## config.mk

```make
export PLATFORM = sky130hd
export DESIGN_NAME = pe_param_flat
export DESIGN_NICKNAME = d
export VERILOG_FILES = /design/src/rtl/pe_param_pkg.sv /design/src/rtl/pe_param_if.sv /design/src/rtl/pe_param_mac.sv /design/src/rtl/pe_param.sv /design/src/flat_wrapper.sv
export SDC_FILE = /design/constraint.sdc
export NUM_CORES = 2
export LEC_CHECK = 0
export BUFFER_PORTS_ARGS = -buffer_cell sky130_fd_sc_hd__clkbuf_2
export CAP_MARGIN = 10
export CORE_MARGIN = 4
export CORE_UTILIZATION = 35
export DETAILED_ROUTE_END_ITERATION = 6
export GPL_TIMING_DRIVEN = 0
export SETUP_SLACK_MARGIN = 0.02
export SYNTH_ARGS = -nofsm -noshare
export SYNTH_HDL_FRONTEND = slang
export SYNTH_SLANG_ARGS = --single-unit
```

## constraint.sdc

```tcl
create_clock -name clk -period 17 [get_ports clk]
set_input_delay 0.85 -clock clk [delete_from_list [all_inputs] [get_ports clk]]
set_output_delay 0.85 -clock clk [all_outputs]
set_load 0.02 [all_outputs]
```

## src/rtl/pe_param_pkg.sv

```systemverilog
// Shared types and constants for the parametrised row-stationary PE.
// Holds the FSM state enum, the config field layout and the scratchpad length helpers.
package pe_param_pkg;

  typedef enum logic [2:0] {
    IDLE,
    READ_FILTER,
    READ_IFMAP,
    READ_IPSUM,
    CONV,
    WRITE_OPSUM
  } state_t;

  localparam int CFG_FIELD_W  = 2;
  localparam int CFG_Q_LSB    = 0;
  localparam int CFG_P_LSB    = 2;
  localparam int CFG_RS_LSB   = 4;
  localparam int CFG_U_LSB    = 6;
  localparam int CFG_DW_BIT   = 8;
  localparam int CFG_FR_BIT   = 9;
  localparam int CFG_RELU_BIT = 10;
  localparam int CFG_F_LSB    = 11;

  // Low config fields up to first_row; relu and F are handled separately.
  typedef struct packed {
    logic                   first_row;
    logic                   depthwise;
    logic [CFG_FIELD_W-1:0] u_m1;
    logic [CFG_FIELD_W-1:0] rs_m1;
    logic [CFG_FIELD_W-1:0] p_m1;
    logic [CFG_FIELD_W-1:0] q_m1;
  } cfg_t;

  localparam int IFMAP_LEN_DEF  = 16;
  localparam int FILTER_LEN_DEF = 64;
  localparam int PSUM_LEN_DEF   = 4;

  function automatic int ifmap_len(int q_max, int rs_max);
    return q_max * rs_max;
  endfunction

  function automatic int filter_len(int p_max, int q_max, int rs_max);
    return p_max * q_max * rs_max;
  endfunction

  function automatic int psum_len(int p_max, int q_max);
    return (p_max > q_max) ? p_max : q_max;
  endfunction

  function automatic int cfg_w(int f_w);
    return CFG_F_LSB + f_w;
  endfunction

  function automatic int idx_w(int n);
    return (n > 1) ? $clog2(n) : 1;
  endfunction

endpackage

```

## src/rtl/pe_param_if.sv

```systemverilog
// Stream and control bundle between the PE and its producers/consumer.
// slave is the PE side, master is the driver side.
interface pe_param_if #(
  parameter int DATA_W = 8,
  parameter int LANES  = 4,
  parameter int PSUM_W = 32,
  parameter int CFG_W  = 16
);
  logic                      PE_en;
  logic [CFG_W-1:0]          i_config;
  logic [DATA_W-1:0]         i_zp;
  logic [LANES*DATA_W-1:0]   ifmap;
  logic [LANES*DATA_W-1:0]   filter;
  logic [PSUM_W-1:0]         ipsum;
  logic                      ifmap_valid;
  logic                      filter_valid;
  logic                      ipsum_valid;
  logic                      opsum_ready;
  logic                      ifmap_ready;
  logic                      filter_ready;
  logic                      ipsum_ready;
  logic                      opsum_valid;
  logic [PSUM_W-1:0]         opsum;
  logic                      busy;
  logic                      done;
  logic                      cfg_err;

  modport slave (
    input  PE_en, i_config, i_zp, ifmap, filter, ipsum,
           ifmap_valid, filter_valid, ipsum_valid, opsum_ready,
    output ifmap_ready, filter_ready, ipsum_ready, opsum_valid, opsum,
           busy, done, cfg_err
  );

  modport master (
    output PE_en, i_config, i_zp, ifmap, filter, ipsum,
           ifmap_valid, filter_valid, ipsum_valid, opsum_ready,
    input  ifmap_ready, filter_ready, ipsum_ready, opsum_valid, opsum,
           busy, done, cfg_err
  );
endinterface

```

## src/rtl/pe_param_mac.sv

```systemverilog
// Signed multiply-accumulate: filter (DATA_W) x zero-point-adjusted ifmap (DATA_W+1).
// Product is sign-extended to PSUM_W and added with wrap-around.
module pe_mac #(
  parameter int DATA_W = 8,
  parameter int PSUM_W = 32
) (
  input  logic signed [DATA_W-1:0] a,
  input  logic signed [DATA_W:0]   b,
  input  logic signed [PSUM_W-1:0] acc_in,
  output logic signed [PSUM_W-1:0] acc_out
);
  logic signed [2*DATA_W:0] prod;

  assign prod    = a * b;
  assign acc_out = acc_in + {{(PSUM_W-2*DATA_W-1){prod[2*DATA_W]}}, prod};
endmodule

```

## src/rtl/pe_param.sv

```systemverilog
// Parametrised row-stationary PE: loads filter/ifmap/psum spads, one MAC per cycle, streams opsums.
// Optional macro PE_OPSUM_RELU_EN clamps negative opsums to 0 when cfg relu=1.
module pe_param
  import pe_param_pkg::*;
#(
  parameter int DATA_W = 8,
  parameter int LANES  = 4,
  parameter int PSUM_W = 32,
  parameter int P_MAX  = 4,
  parameter int Q_MAX  = 4,
  parameter int RS_MAX = 4,
  parameter int F_W    = 5
) (
  input logic        clk,
  input logic        rst,
  pe_param_if.slave  bus
);
  localparam int IFMAP_LEN  = ifmap_len(Q_MAX, RS_MAX);
  localparam int FILTER_LEN = filter_len(P_MAX, Q_MAX, RS_MAX);
  localparam int PSUM_LEN   = psum_len(P_MAX, Q_MAX);
  localparam int CFG_W      = cfg_w(F_W);
  localparam int PTR_W      = $clog2(FILTER_LEN + 1);
  localparam int FA_W       = idx_w(FILTER_LEN);
  localparam int IA_W       = idx_w(IFMAP_LEN);
  localparam int PA_W       = idx_w(PSUM_LEN);
  localparam logic [PTR_W-1:0] ONE = PTR_W'(1);

  state_t            state;
  cfg_t              cfg;
  cfg_t              cfg_in;
  logic [F_W-1:0]    f_cfg;
  logic [F_W-1:0]    col_cnt;
  logic [DATA_W-1:0] zp;
  logic [PTR_W-1:0]  ptr, ifm_idx, ps_idx, out_idx;
  logic              done_r, cfg_err_r;

  logic signed [DATA_W-1:0] filter_spad [FILTER_LEN];
  logic signed [DATA_W:0]   ifmap_spad  [IFMAP_LEN];
  logic [PSUM_W-1:0]        psum_spad   [PSUM_LEN];

  logic [PTR_W-1:0]  q_n, rs_n, p_n, u_n, qrs, nf, np_n, uq;
  logic [PSUM_W-1:0] mac_out, opsum_raw, opsum_sel;

  assign cfg_in = cfg_t'(bus.i_config[CFG_FR_BIT:0]);

  assign q_n  = PTR_W'(cfg.q_m1) + ONE;
  assign p_n  = PTR_W'(cfg.p_m1) + ONE;
  assign rs_n = PTR_W'(cfg.rs_m1) + ONE;
  assign u_n  = PTR_W'(cfg.u_m1) + ONE;
  assign qrs  = q_n * rs_n;
  assign nf   = cfg.depthwise ? qrs : p_n * qrs;
  assign np_n = cfg.depthwise ? q_n : p_n;
  assign uq   = u_n * q_n;

  pe_mac #(.DATA_W(DATA_W), .PSUM_W(PSUM_W)) u_mac (
    .a      (filter_spad[FA_W'(ptr)]),
    .b      (ifmap_spad[IA_W'(ifm_idx)]),
    .acc_in (psum_spad[PA_W'(ps_idx)]),
    .acc_out(mac_out)
  );

  always_ff @(posedge clk) begin
    if (rst) begin
      state     <= IDLE;
      cfg       <= '0;
      f_cfg     <= '0;
      zp        <= '0;
      col_cnt   <= '0;
      ptr       <= '0;
      ifm_idx   <= '0;
      ps_idx    <= '0;
      out_idx   <= '0;
      done_r    <= 1'b0;
      cfg_err_r <= 1'b0;
    end else begin
      done_r    <= 1'b0;
      cfg_err_r <= 1'b0;
      case (state)
        IDLE: begin
          // done_r blocks a start in the cycle right after completion
          if (bus.PE_en && !done_r) begin
            cfg     <= cfg_in;
            f_cfg   <= bus.i_config[CFG_W-1:CFG_F_LSB];
            zp      <= bus.i_zp;
            ptr     <= '0;
            out_idx <= '0;
            col_cnt <= '0;
            if (cfg_in.u_m1 > cfg_in.rs_m1) cfg_err_r <= 1'b1;
            else                            state     <= READ_FILTER;
          end
        end
        READ_FILTER: if (bus.filter_valid) begin
          for (int k = 0; k < LANES; k++)
            if (PTR_W'(k) < q_n)
              filter_spad[FA_W'(ptr + PTR_W'(k))] <= bus.filter[k*DATA_W +: DATA_W];
          if (ptr + q_n == nf) begin
            ptr   <= '0;
            state <= READ_IFMAP;
          end else ptr <= ptr + q_n;
        end
        READ_IFMAP: if (bus.ifmap_valid) begin
          for (int k = 0; k < LANES; k++)
            if (PTR_W'(k) < q_n)
              ifmap_spad[IA_W'(ptr + PTR_W'(k))] <=
                {1'b0, bus.ifmap[k*DATA_W +: DATA_W]} - {1'b0, zp};
          if (ptr + q_n == qrs) begin
            ptr   <= '0;
            state <= READ_IPSUM;
          end else ptr <= ptr + q_n;
        end
        READ_IPSUM: begin
          if (cfg.first_row) begin
            for (int j = 0; j < PSUM_LEN; j++) psum_spad[PA_W'(j)] <= '0;
            ptr     <= '0;
            ifm_idx <= '0;
            ps_idx  <= '0;
            state   <= CONV;
          end else if (bus.ipsum_valid) begin
            psum_spad[PA_W'(ptr)] <= bus.ipsum;
            if (ptr + ONE == np_n) begin
              ptr     <= '0;
              ifm_idx <= '0;
              ps_idx  <= '0;
              state   <= CONV;
            end else ptr <= ptr + ONE;
          end
        end
        CONV: begin
          psum_spad[PA_W'(ps_idx)] <= mac_out;
          ptr <= ptr + ONE;
          if (cfg.depthwise) begin
            ifm_idx <= ifm_idx + ONE;
            ps_idx  <= (ps_idx + ONE == q_n) ? '0 : ps_idx + ONE;
          end else if (ifm_idx + ONE == qrs) begin
            ifm_idx <= '0;
            ps_idx  <= ps_idx + ONE;
          end else ifm_idx <= ifm_idx + ONE;
          if (ptr == nf - ONE) begin
            out_idx <= '0;
            state   <= WRITE_OPSUM;
          end
        end
        WRITE_OPSUM: if (bus.opsum_ready) begin
          if (out_idx == np_n - ONE) begin
            out_idx <= '0;
            if (col_cnt == f_cfg) begin
              done_r <= 1'b1;
              state  <= IDLE;
            end else begin
              // slide the window by U columns; only U fresh beats are fetched
              for (int j = 0; j < IFMAP_LEN; j++)
                if (PTR_W'(j) + uq < qrs)
                  ifmap_spad[IA_W'(j)] <= ifmap_spad[IA_W'(PTR_W'(j) + uq)];
                else
                  ifmap_spad[IA_W'(j)] <= '0;
              ptr     <= qrs - uq;
              col_cnt <= col_cnt + F_W'(1);
              state   <= READ_IFMAP;
            end
          end else out_idx <= out_idx + ONE;
        end
        default: state <= IDLE;
      endcase
    end
  end

  assign opsum_raw = psum_spad[PA_W'(out_idx)];

`ifdef PE_OPSUM_RELU_EN
  logic relu_en;
  always_ff @(posedge clk) begin
    if (rst) relu_en <= 1'b0;
    else if (state == IDLE && bus.PE_en && !done_r) relu_en <= bus.i_config[CFG_RELU_BIT];
  end
  assign opsum_sel = (relu_en && opsum_raw[PSUM_W-1]) ? '0 : opsum_raw;
`else
  assign opsum_sel = opsum_raw;
`endif

  assign bus.filter_ready = (state == READ_FILTER);
  assign bus.ifmap_ready  = (state == READ_IFMAP);
  assign bus.ipsum_ready  = (state == READ_IPSUM) && !cfg.first_row;
  assign bus.opsum_valid  = (state == WRITE_OPSUM);
  assign bus.opsum        = (state == WRITE_OPSUM) ? opsum_sel : '0;
  assign bus.busy         = (state != IDLE);
  assign bus.done         = done_r;
  assign bus.cfg_err      = cfg_err_r;
endmodule

```

## src/flat_wrapper.sv

```systemverilog
// flat-port wrapper written by rule: the top's interface ports become plain ports
module pe_param_flat import pe_param_pkg::*;
#(
  parameter int DATA_W = 8,
  parameter int LANES  = 4,
  parameter int PSUM_W = 32,
  parameter int P_MAX  = 4,
  parameter int Q_MAX  = 4,
  parameter int RS_MAX = 4,
  parameter int F_W    = 5
)
  (clk, rst, bus_PE_en, bus_i_config, bus_i_zp, bus_ifmap, bus_filter, bus_ipsum, bus_ifmap_valid, bus_filter_valid, bus_ipsum_valid, bus_opsum_ready, bus_ifmap_ready, bus_filter_ready, bus_ipsum_ready, bus_opsum_valid, bus_opsum, bus_busy, bus_done, bus_cfg_err);
  pe_param_if #(.DATA_W(DATA_W), .LANES(LANES), .PSUM_W(PSUM_W), .CFG_W((16))) bus_i ();
  input logic clk;
  input logic rst;
  input wire logic [$bits(bus_i.PE_en)-1:0] bus_PE_en;
  input wire logic [$bits(bus_i.i_config)-1:0] bus_i_config;
  input wire logic [$bits(bus_i.i_zp)-1:0] bus_i_zp;
  input wire logic [$bits(bus_i.ifmap)-1:0] bus_ifmap;
  input wire logic [$bits(bus_i.filter)-1:0] bus_filter;
  input wire logic [$bits(bus_i.ipsum)-1:0] bus_ipsum;
  input wire logic [$bits(bus_i.ifmap_valid)-1:0] bus_ifmap_valid;
  input wire logic [$bits(bus_i.filter_valid)-1:0] bus_filter_valid;
  input wire logic [$bits(bus_i.ipsum_valid)-1:0] bus_ipsum_valid;
  input wire logic [$bits(bus_i.opsum_ready)-1:0] bus_opsum_ready;
  output wire logic [$bits(bus_i.ifmap_ready)-1:0] bus_ifmap_ready;
  output wire logic [$bits(bus_i.filter_ready)-1:0] bus_filter_ready;
  output wire logic [$bits(bus_i.ipsum_ready)-1:0] bus_ipsum_ready;
  output wire logic [$bits(bus_i.opsum_valid)-1:0] bus_opsum_valid;
  output wire logic [$bits(bus_i.opsum)-1:0] bus_opsum;
  output wire logic [$bits(bus_i.busy)-1:0] bus_busy;
  output wire logic [$bits(bus_i.done)-1:0] bus_done;
  output wire logic [$bits(bus_i.cfg_err)-1:0] bus_cfg_err;
  assign bus_i.PE_en = bus_PE_en;
  assign bus_i.i_config = bus_i_config;
  assign bus_i.i_zp = bus_i_zp;
  assign bus_i.ifmap = bus_ifmap;
  assign bus_i.filter = bus_filter;
  assign bus_i.ipsum = bus_ipsum;
  assign bus_i.ifmap_valid = bus_ifmap_valid;
  assign bus_i.filter_valid = bus_filter_valid;
  assign bus_i.ipsum_valid = bus_ipsum_valid;
  assign bus_i.opsum_ready = bus_opsum_ready;
  assign bus_ifmap_ready = bus_i.ifmap_ready;
  assign bus_filter_ready = bus_i.filter_ready;
  assign bus_ipsum_ready = bus_i.ipsum_ready;
  assign bus_opsum_valid = bus_i.opsum_valid;
  assign bus_opsum = bus_i.opsum;
  assign bus_busy = bus_i.busy;
  assign bus_done = bus_i.done;
  assign bus_cfg_err = bus_i.cfg_err;
  pe_param #(.DATA_W(DATA_W), .LANES(LANES), .PSUM_W(PSUM_W), .P_MAX(P_MAX), .Q_MAX(Q_MAX), .RS_MAX(RS_MAX), .F_W(F_W)) u_core (.clk(clk), .rst(rst), .bus(bus_i));
endmodule
```

* Yosys cells after proc, flatten, opt, wreduce, memory -nomap -nowiden
Memories as Yosys holds them, arrays and structs flattened. A register that Yosys moved wholly into a read port is not among the register bits.
Cells that the tools add are included.
** Storage, ports and cells
- Register bits :: 61
- Memory bits (writable) :: 784
- Input bits :: 127
- Output and inout bits :: 39
- Word-level logic and storage cells :: 515
- Memories kept :: 3
** Cells by class
- Add/subtract/negate cells :: 35
- $mul :: 4
- $lt $le $gt $ge :: 21
- Eq/ne operators :: 26
- Multiplexer cells :: 364
- Bitwise logic cells :: 21
- Reductions and logical operators :: 25
** Memories
- u_core.filter_spad :: words 64, bits a word 8, read ports 1, clocked after Yosys merged registers in 1, wr ports 4, RTL line pe_param.sv:37 : logic signed [DATA_W-1:0] filter_spad [FILTER_LEN];
- u_core.ifmap_spad :: words 16, bits a word 9, read ports 17, clocked after Yosys merged registers in 1, wr ports 16, RTL line pe_param.sv:38 : logic signed [DATA_W:0] ifmap_spad [IFMAP_LEN];
- u_core.psum_spad :: words 4, bits a word 32, read ports 2, clocked after Yosys merged registers in 2, wr ports 4, RTL line pe_param.sv:39 : logic [PSUM_W-1:0] psum_spad [PSUM_LEN];
** Operators by type and width (number)
- $mux 1 :: 280
- $mux 9 :: 20
- $mux 7 :: 24
- $lt 7x7->1 :: 16
- $mux 32 :: 3
- $reduce_or 32->1 :: 2
- $add 4x7->7 const A :: 8
- $eq 7x7->1 :: 7
- $pmux 7 s6 :: 1
- $mux 3 :: 12
- $reduce_or 9->1 :: 4
- $sub 8x8->9 :: 4
- $add 32x32->32 :: 1
- $add 3x7->7 const A :: 4
- $add 7x1->7 const B :: 4
- $pmux 7 s2 :: 2
- $mux 4 :: 6
- $mul 7x7->7 :: 3
- $pmux 7 s3 :: 1
- $mux 5 :: 4
- $pmux 3 s6 :: 1
- $mul 8x9->17 :: 1
- $or 1x1->1 :: 16
- $add 2x7->7 const A :: 2
- other kinds (36) :: 70

* Longest topological paths before layout
- Word-level depth :: 14
- Mapped depth :: 37
- Gate-level depth less buffers :: 34

* By module
A second synthesis with hierarchy kept.
** Unflattened totals
- Cells, all modules :: 8813
- Area total of the unflattened synthesis :: 75713.9 um2
** Modules (own cells, without submodules)
- pe_param :: times used 1, cells each 8288, area each 71417.2 um2, seq. area each 24953.9 um2
- pe_mac :: times used 1, cells each 525, area each 4296.6 um2, seq. area each 0.0 um2

* Worst setup path before layout
OpenSTA, ideal clock, no wires.
- Kind :: register -> register
- Start :: register (tool-made name)
- End :: memory u_core.psum_spad[0][29], data pin
- Setup time :: 0.270 ns
- Arrival :: 9.862 ns
- Required time :: 16.730 ns
- Setup slack :: 6.869 ns
- Cell stages (with the launch flop) :: 36
- Buffers on the path :: 5
- Period minus slack after synthesis :: 10.131 ns
- Cell sequence :: dfxtp_1 clkbuf_1 buf_2 buf_1 mux4_2 mux4_2 mux4_2 and2_1 fa_1 inv_1 fa_1 inv_1 fa_1 inv_1 fa_1 inv_1 ha_1 o21ai_0 nor2_1 o211ai_1 o21ai_2 xnor2_1 inv_1 clkbuf_1 ha_1 clkbuf_1 a211oi_1 o21bai_1 o21ai_0 nor2_1 mux2_2 a311o_1 o21ai_0 mux2i_1 mux2i_1 a31oi_1
** RTL lines (RTL line)
- end: declaration :: pe_param.sv:39

==> results_dict.tcl <==
set metrics [dict create \
    outcome "complete, but fails checks" \
    violations "DRC, capacitance limit, slew limit" \
    p_leak_nw 30.6 \
    rsz0062_at_grt "no" \
    tightest_slew_ns 1.59 \
    synthToLayoutAreaGrowth_pct 12.8 \
    ir_worst_vdd_mv 0.167 \
    p_seq_share_pct 19.4 \
    start_kind "flip-flop" \
    io_pins 166 \
    grt_pass1_wl_mm 613 \
    reg2reg_slack_ns 2.97 \
    core_um2 213000 \
    dpl.hpwl_mm 355 \
    synth_cells 8770 \
    drive_gt1_share_pct 9.16 \
    clkTransAtPathRegs_ns 0.06 \
    clock.fmax_mhz 71.3 \
    tns_ns 0 \
    rows 169 \
    p_per_area_nw_per_um2 145 \
    min_from "bus_i_zp[2]" \
    netlist.area_leader.share_pct 31.0 \
    holdPathEnd "u_core.zp[2]" \
    syn_area_per_cell_um2 8.57 \
    cts_tree "built" \
    clkLatencyLatePin_ns 0.84 \
    slowest_stage "buf_2" \
    clkPwrFrac_pct 20.4 \
    post-route-period-util_pct 82.5 \
    drc 21 \
    cp_max_fo 18 \
    overflow 0 \
    numCtsBuffers 106 \
    fin_worst_skew_ns 0.0618 \
    p_comb_share_pct 60.3 \
    fin_nets 9515 \
    synth_edf_count 775 \
    firstDrtPassIters 7 \
    ctsHtreeMaxLevel 3 \
    async_reset_ff_share_pct 0 \
    synthFlopType "edfxtp_1" \
    finalInstanceArea_um2 84700 \
    hold_depth 3 \
    routed_wl_mm 459 \
    hold_violations 0 \
    cts_root_buffer "clkbuf_16" \
    drtIter0Drc 14200 \
    fillCellCount 21700 \
    postCtsSetupBuffers 0 \
    fp.dieW_um 471 \
    place_congestion 1.06 \
    die_h_um 471 \
    crit_arrival_ns 14.55 \
    slew_headroom_pct -5.72 \
    ys_ff_latch 859 \
    hold_class "in2reg" \
    synth_seq_area_share_pct 33.2 \
    switching_power_mw 6.08 \
    drtAntennaViolNets 0 \
    grt_use_total_pct 39.6 \
    r2r_cells 36 \
    clockBufferDepth 3 \
    postCtsHoldBufs 0 \
    switching_share_pct 49.3 \
    portBuffers 131 \
    cp-end-kind "flip-flop" \
    ys_types 83 \
    viasPerCell 6.61 \
    wire_per_inst_um 38.1 \
    synth_top_area_cell "edfxtp_1" \
    fin_crit_ns 14.03 \
    vias 79600 \
    worstPathRequired_ns 17.52 \
    p_int_mw 6.24 \
    maxSlewViolCount 67 \
    ctsResizeCount 0 \
    syn_nets 9190 \
    cts.sink_count 859 \
    ys_warn_count 0 \
    syn_area_um2 75100 \
    crit_type "reg2reg" \
    grt_pass1_vias 72800 \
    regToRegEndpoint "u_core.psum_spad[0][31]" \
    grt_max_degree 27 \
    placed_area_um2 80700 \
    die_area_um2 222000 \
    start_util_pct 35.3 \
    grt_antenna_before_repair 55 \
    synthTopCellsByArea "edfxtp_1 (31%), mux4_2 (9.4%), mux2i_1 (9.3%)" \
    setup_viol 0 \
    cp_slowest_stage_delay_ns 1.04 \
    cap_violations 8 \
]
==> worst max path at each step <==
| stage | start | endpoint | slack (ns) | cells past startpoint |
|---|---|---|---|---|
| after floorplan | flip-flop | u_core.psum_spad[0][29] | 6.87 | 35 |
| after global placement | flip-flop | u_core.psum_spad[0][31] | 2.43 | 35 |
| after detailed placement | flip-flop | u_core.psum_spad[0][31] | 3.24 | 36 |
| after CTS | flip-flop | u_core.psum_spad[0][31] | 3.20 | 36 |
| after global routing | flip-flop | u_core.psum_spad[1][31] | 2.35 | 36 |
| final | flip-flop | u_core.psum_spad[0][31] | 2.97 | 36 |
==> cell usage after synthesis (11+ instances only) <==
cell      instances
a21o_1           60
nand3b_1         15
nor3_1           80
o211ai_1         33
buf_2            13
edfxtp_1        775
o21bai_1         11
nand4_1          16
nand3_1         549
fa_1             77
xnor2_1         131
or4_1            12
nand2b_1         33
nor2_1          764
clkbuf_1        678
nor3b_1          13
o221ai_1         55
a31oi_1          18
a22oi_1          34
a32oi_1          11
mux2i_1         700
mux4_2          312
nand2_1        1489
a21boi_0         48
or2_2            22
dfxtp_1          84
nor2b_1          39
and3_1           45
a211oi_1        127
ha_1            216
o21ai_0        1084
o21a_1           15
buf_1            88
xor2_1           65
or3_1            31
o22ai_1          27
and2_1           86
a21oi_1         592
inv_1           190
==> cells by family after synthesis <==
logic type | after synthesis | synth area share [%]
adders and majority gates | 295 | 5.68
xor gates and xnor gates | 198 | 2.34
and+or+nand+nor | 3216 | 18.4
DFF | 859 | 33.2
AOI/OAI and AO/OA | 2195 | 16.6
muxes | 1020 | 18.8
buffers and inverters | 987 | 4.96
==> state kept, by name, summed over array words and instances, names as in the netlist, 7 cells and up, named ones only <==
| register | count |
|---|---|
| u_core.ifmap_spad | 144 |
| u_core.zp | 8 |
| u_core.filter_spad | 512 |
| u_core.ptr | 7 |
| u_core.out_idx | 7 |
| u_core.psum_spad | 128 |
| u_core.ps_idx | 7 |
| u_core.cfg | 10 |
| u_core.ifm_idx | 7 |
==> placed cells by master, fill, tap and decap left out, drive strengths merged, types with 16 or more instances in the layout <==
cell type / count
a22oi: 34
mux2i: 701
o21ai: 1087
nor2: 764
a21o: 60
o221ai: 55
clkbuf: 941
nor3: 81
and2: 86
xnor2: 131
edfxtp: 775
buf: 187
a21oi: 592
mux4: 312
nand3: 549
ha: 216
nand2: 1489
nand4: 16
nor2b: 39
fa: 77
o211ai: 33
or2: 23
or3: 31
and3: 45
a21boi: 48
clkinv: 46
diode: 32
a211oi: 129
xor2: 66
inv: 205
dfxtp: 84
nand2b: 33
a31oi: 18
o22ai: 27
==> metrics by stage <==
stage	instances	util [%]	worst slack (ns)	hold slack (ns)	power, mW
final	12000	39.8	2.97	0.286	12.3
after global placement	11700	37.3	2.43	0.452	9.53
after global routing	12000	39.8	2.35	0.298	12.9
after floorplan	8770	-	6.87	0.436	7.14
after detailed placement	11800	37.9	3.24	0.451	9.57
after CTS	12000	39.7	3.20	0.257	12.1
==> power by group through the flow <==
stage / Combinational [mW] / Sequential (mW) / Clock, mW
after detailed placement: 7.14 / 2.43 / 0
after floorplan: 4.73 / 2.42 / 0
after global routing: 7.88 / 2.39 / 2.59
after global placement: 7.10 / 2.43 / 0
final: 7.43 / 2.39 / 2.51
after CTS: 7.18 / 2.39 / 2.50
==> worst max-delay path: cells and delay by family (launching register included) <==
kind            cells  cell delay [ns]
xor+xnor            1             0.35
flops               1             0.35
mux                 5             2.32
buf+inv             9             4.08
fa+ha+maj           6             2.60
compound gates     11             3.26
simple gates        4             0.72
==> cell type report <==
| class | count | area [um2] | share of cell area [%] |
|---|---|---|---|
| Antenna cell | 32 | 80.1 | 0.0945 |
| Clock inverter | 71 | 872 | 1.03 |
| Buffer | 781 | 3000 | 3.54 |
| Tap cell | 2821 | 3530 | 4.17 |
| Sequential cell | 859 | 25000 | 29.5 |
| Multi-Input combinational cell | 6924 | 46700 | 55.1 |
| Timing Repair Buffer | 217 | 1970 | 2.32 |
| Clock buffer | 130 | 2840 | 3.36 |
| Inverter | 206 | 773 | 0.913 |
==> layer usage <==
layer  part of all wire [%]  up-vias  wire [um]  GRT usage (%)
met5                  0.070        -        322          0.303
met2                     40     6368     183000           55.0
met3                     13     1199      61200           12.9
li1                       -    32500          -              -
met4                    6.5       34      30000           21.3
met1                     40    39600     184000           54.1
Note: power is estimated with default switching activity, not from simulation.
